<file path="src/rtl/aes128_enc_seq.sv">
// AES-128 block encryption sequencer driving a combinational 64-bit AES unit.
// Round keys are generated on the fly; five unit ops per round, ten rounds.
module aes128_enc_seq (
  input  logic         g_clk,
  input  logic         g_resetn,
  input  logic         req_valid,
  output logic         req_ready,
  input  logic [127:0] req_key,
  input  logic [127:0] req_pt,
  output logic         rsp_valid,
  input  logic         rsp_ready,
  output logic [127:0] rsp_ct,
  output logic         aes_valid,
  input  logic         aes_ready,
  output logic         aes_mix,
  output logic         aes_op_enc,
  output logic         aes_op_ks1,
  output logic         aes_op_ks2,
  output logic [63:0]  aes_rs1,
  output logic [63:0]  aes_rs2,
  input  logic [63:0]  aes_rd
);

  typedef enum logic [2:0] {
    StIdle,
    StKs1,
    StKs2L,
    StKs2H,
    StEncL,
    StEncH,
    StDone
  } state_e;

  state_e       state_q, state_d;
  logic [3:0]   rnd_q, rnd_d;
  logic [127:0] s_q, s_d;
  logic [127:0] k_q, k_d;
  logic [63:0]  t_lo_q, t_lo_d;
  logic [63:0]  w_q, w_d;

  logic fire;
  logic last_round;

  assign fire       = aes_valid & aes_ready;
  assign last_round = (rnd_q == 4'd10);

  always_comb begin
    state_d = state_q;
    rnd_d   = rnd_q;
    s_d     = s_q;
    k_d     = k_q;
    t_lo_d  = t_lo_q;
    w_d     = w_q;
    unique case (state_q)
      StIdle: begin
        if (req_valid) begin
          k_d     = req_key;
          s_d     = req_pt ^ req_key;
          rnd_d   = 4'd1;
          state_d = StKs1;
        end
      end
      StKs1: begin
        if (fire) begin
          w_d     = aes_rd;
          state_d = StKs2L;
        end
      end
      StKs2L: begin
        if (fire) begin
          k_d[63:0] = aes_rd;
          state_d   = StKs2H;
        end
      end
      StKs2H: begin
        if (fire) begin
          k_d[127:64] = aes_rd;
          state_d     = StEncL;
        end
      end
      StEncL: begin
        if (fire) begin
          t_lo_d  = aes_rd;
          state_d = StEncH;
        end
      end
      StEncH: begin
        if (fire) begin
          // AddRoundKey folded into the write-back of both state halves
          s_d = {aes_rd ^ k_q[127:64], t_lo_q ^ k_q[63:0]};
          if (last_round) begin
            state_d = StDone;
          end else begin
            rnd_d   = rnd_q + 4'd1;
            state_d = StKs1;
          end
        end
      end
      StDone: begin
        if (rsp_ready) state_d = StIdle;
      end
      default: state_d = StIdle;
    endcase
  end

  always_ff @(posedge g_clk or negedge g_resetn) begin
    if (!g_resetn) begin
      state_q <= StIdle;
      rnd_q   <= 4'd0;
      s_q     <= '0;
      k_q     <= '0;
      t_lo_q  <= '0;
      w_q     <= '0;
    end else begin
      state_q <= state_d;
      rnd_q   <= rnd_d;
      s_q     <= s_d;
      k_q     <= k_d;
      t_lo_q  <= t_lo_d;
      w_q     <= w_d;
    end
  end

  // All outputs are decoded from registered state only.
  always_comb begin
    req_ready  = (state_q == StIdle);
    rsp_valid  = (state_q == StDone);
    rsp_ct     = s_q;
    aes_valid  = 1'b0;
    aes_mix    = 1'b0;
    aes_op_enc = 1'b0;
    aes_op_ks1 = 1'b0;
    aes_op_ks2 = 1'b0;
    aes_rs1    = '0;
    aes_rs2    = '0;
    unique case (state_q)
      StKs1: begin
        aes_valid  = 1'b1;
        aes_op_ks1 = 1'b1;
        aes_rs1    = k_q[127:64];
        aes_rs2    = {60'd0, rnd_q - 4'd1};
      end
      StKs2L: begin
        aes_valid  = 1'b1;
        aes_op_ks2 = 1'b1;
        aes_rs1    = w_q;
        aes_rs2    = k_q[63:0];
      end
      StKs2H: begin
        aes_valid  = 1'b1;
        aes_op_ks2 = 1'b1;
        aes_rs1    = k_q[63:0];
        aes_rs2    = k_q[127:64];
      end
      StEncL: begin
        aes_valid  = 1'b1;
        aes_op_enc = 1'b1;
        aes_mix    = ~last_round;
        aes_rs1    = s_q[63:0];
        aes_rs2    = s_q[127:64];
      end
      StEncH: begin
        aes_valid  = 1'b1;
        aes_op_enc = 1'b1;
        aes_mix    = ~last_round;
        aes_rs1    = s_q[127:64];
        aes_rs2    = s_q[63:0];
      end
      default: ;
    endcase
  end

endmodule
</file>
<file path="config.mk">
export PLATFORM = sky130hd
export DESIGN_NAME = aes128_enc_seq
export DESIGN_NICKNAME = d
export VERILOG_FILES = /design/src/rtl/aes128_enc_seq.sv
export SDC_FILE = /design/constraint.sdc
export NUM_CORES = 1
export LEC_CHECK = 0
export BUFFER_PORTS_ARGS = -buffer_cell sky130_fd_sc_hd__buf_2
export CORE_AREA = 5 5 223 225
export DETAILED_ROUTE_END_ITERATION = 8
export DIE_AREA = 0 0 228 230
export GPL_TIMING_DRIVEN = 0
export PLACE_DENSITY = 0.74
export SLEW_MARGIN = 5
export SYNTH_ARGS = -nofsm -noshare
export SYNTH_HDL_FRONTEND = slang
export SYNTH_SLANG_ARGS = --single-unit
</file>
<file path="constraint.sdc">
create_clock -name g_clk -period 5 [get_ports g_clk]
set_input_delay 1.25 -clock g_clk [delete_from_list [all_inputs] [get_ports g_clk]]
set_output_delay 1.25 -clock g_clk [all_outputs]
set_load 0.05 [all_outputs]
</file>
==> results.md <==
* CTS Hold Bufs at 0
* # port buffers at 587
* Max Buffers Root-to-Sink at 3
* Min-Delay Path Class: reg2reg
* Mean Syn Cell Area at 9.390 sq um
* Multiplexer share of the synthesized area at 15.60%
* Post-synth EDFFs at 0
* CP arrival at 3.61 ns
* CTS Sinks at 391
* Largest net degree at the start of global routing at 102
* Die height at 230 microns
* Rel. slew slack at 19.60%
* Initial DRC count at 2742
* Post-synth top flop: dfrtp_1
* Syn Nets at 2760
* TritonRoute pass-1 iters at 6
* CTS tree: built
* WP data required at 3.75 ns
* Total Routing Usage GR at 38.34%
* Antenna violations before repair at 6
* Largest family of logic cells by synthesized area: compound AO/OA/AOI/OAI gates
* DR WL/cell at 28.33 microns
* Leak at 0.01325 uW
* CP startpoint kind: flip-flop
* First-pass GRT wire length at 153.4 mm
* Synth Area in Compound Gates at 16.61%
* Cell with the most instances after synthesis: dfrtp_1
* Post-synthesis simple-gate area fraction at 10.49%
* Row cnt at 80
* Final setup viols at 0
* Crit Path Class: reg2out
* Clock skew at 0.02832 ns
* PD cells at 896.4 nW/um^2
* RSZ-0062 raised after global routing: no
* Detailed-route via count at 23350
* Status: complete, no violations
* Max-cap check violation count at 0
* FFs w/ async S/R, synth at 100.0%
* Total power at 25290 uW
* Die Width at 228 microns
* Cell taking the most area after synthesis: dfrtp_1
* Grt total ovfl at 0
* I/O pins at 588
* DRC violations left at 0
* CTS Buf Count at 45
* Clock root buffer: clkbuf_16
* Worst slew pin tran at 1.206 ns
* XOR/XNOR Fraction of Synth Area at 9.933%
* Fin crit period at 4.862 ns
* Clock Latency Late Sink at 0.59 ns
* Critical path origin: state_q[2]$_DFFE_PN0P_
* Fmax at 0.2057 GHz
* Post-synth top cells: dfrtp_1, nand2_1, nor2_1
* Syn. warnings at 0
* Reg area at 9784 sq um
* DIE AREA at 52440 sq um
* Starting density of the core at 48.23%
* Post-DRT Antenna Nets at 0
* CP Max Fanout at 10
* Core Footprint at 47350 sq um
* Nets at 3397
* Fillers at 4201
* Clock transition at path regs at 0.06 ns
* Share of layout cells above drive strength 1 at 28.38%
* Hold Vio Cnt, Final at 0
* Synth cell types at 45
* Top cell type's share of synthesized area at 42.84%
* Min-delay src: w_q[29]$_DFFE_PN0P_
* Placer congestion estimate at 0.9618
* Post-Syn Area at 22840 sq um
* Post-Synth Adder-Cell Area at 0.1644%
* Vias/cell at 6.270
* Period utilisation layout at 97.24%
* Multi-input logic area at 12060 sq um
* Synth Register Bits at 391
* Routed WL at 105.5 mm
* Post-Syn Instances at 2432
* Vias in the first global route at 23630
* Post-layout util at 59.59%
* Most area-consuming cells after synthesis: dfrtp_1, mux2i_1, mux2_2
* Max-slew violations at 0
* Register area share after synthesis at 42.84%
* Detailed placer's ending HPWL at 75.60 mm
* CTS H-tree depth at 2
* CP Capture Type: output port
* Syn-to-layout area delta at 23.54%
* Peak supply drop at 660.7 uV
* Critical R2R Launch: state_q[0]$_DFFE_PN0P_
## cell usage in the layout, fill, tap and decap left out, drive strengths merged, types with 5 or more instances in the layout
cell / n
a21oi: 200
mux2i: 212
clkinv: 5
nand2: 326
inv: 8
o22ai: 42
clkbuf: 161
nor2: 270
a22o: 14
o21ai: 198
xnor2: 130
a221oi: 14
diode: 5
xor2: 129
a221o: 80
dfrtp: 391
mux2: 128
buf: 690
a31oi: 65
## sequential cells by signal, summed over array words and instances (netlist names)
| signal | flops |
|---|---|
| rsp_ct | 128 |
| w_q | 64 |
| k_q | 128 |
| rnd_q | 4 |
| state_q | 3 |
| t_lo_q | 64 |
## per-stage QoR
step	instances	worst slack, ns	instance area, sq um	hold slack [ns]	TNS [ns]
detailed placement	3637	0.7032	26640	0.4947	0
floorplan	2432	1.282	22840	0.4804	0
global route	3720	0.04689	28200	0.5130	0
global placement	3634	-5.219	26540	0.4895	-2023.24
CTS	3719	0.06790	28200	0.5087	0
finish	3724	0.1381	28210	0.5085	0
## cell type report
| cell class | count | area share [%] |
|---|---|---|
| diodes | 5 | 0.04435 |
| well taps | 615 | 2.727 |
| clock inverters | 9 | 0.5277 |
| repair buffers | 590 | 10.74 |
| multi-input cells | 1845 | 42.74 |
| flip-flops and latches | 391 | 34.68 |
| inverters | 8 | 0.1064 |
| plain buffers | 188 | 3.419 |
| clock buffers | 73 | 5.011 |
## kinds of logic (layout without fill, tap and decap cells)
logic type                 after synthesis  after routing
xor gates and xnor gates               259            259
muxes                                  340            340
adders and majority gates                3              3
and+or+nand+nor                        619            619
AOI/OAI and AO/OA                      624            624
buffers and inverters                  196            868
other                                    0              5
DFF                                    391            391
## power breakdown
group	internal [uW]	switching [uW]	total (uW)
logic	4480	10900	15400
registers	4720	1660	6380
clock network	2130	1420	3560
## path summary, 6_finish.rpt
| check | to | slack, ns | cells after the start |
|---|---|---|---|
| hold reg to reg | w_q[29]$_DFFE_PN0P_ | 0.51 | 1 |
| min in group asynchronous | rsp_ct[106]$_DFFE_PN0P_ | 0.68 | 1 |
| max in group asynchronous | t_lo_q[2]$_DFFE_PN0P_ | 2.83 | 3 |
| setup / recovery | aes_rs1[48] | 0.14 | 8 |
| setup reg to reg | rsp_ct[120]$_DFFE_PN0P_ | 2.52 | 8 |
| hold / removal | w_q[29]$_DFFE_PN0P_ | 0.51 | 1 |
## routing by layer
metal,part of all wire (%),wire length (microns),GRT usage (%)
met4,5.5,5849,18.70
met1,37,39460,48.58
met3,11,11160,8.845
met2,46,49010,62.31
met5,0.012,13,0
## repair_timing
| item | CTS | global route |
|---|---|---|
| gates resized for setup | 0 | 2 |
| endpoints found under the setup margin | 0 | 2 |
| setup buffers | 0 | 0 |
## critical path, cell delays in order, from the launching register on
cell	delay, ns
dfrtp_1	0.35
buf_2	0.16
inv_1	0.22
nand2b_1	0.22
inv_2	0.14
clkbuf_1	0.74
buf_2	0.49
a221o_1	0.36
buf_2	0.32
Power figures use the tool's default switching activity.
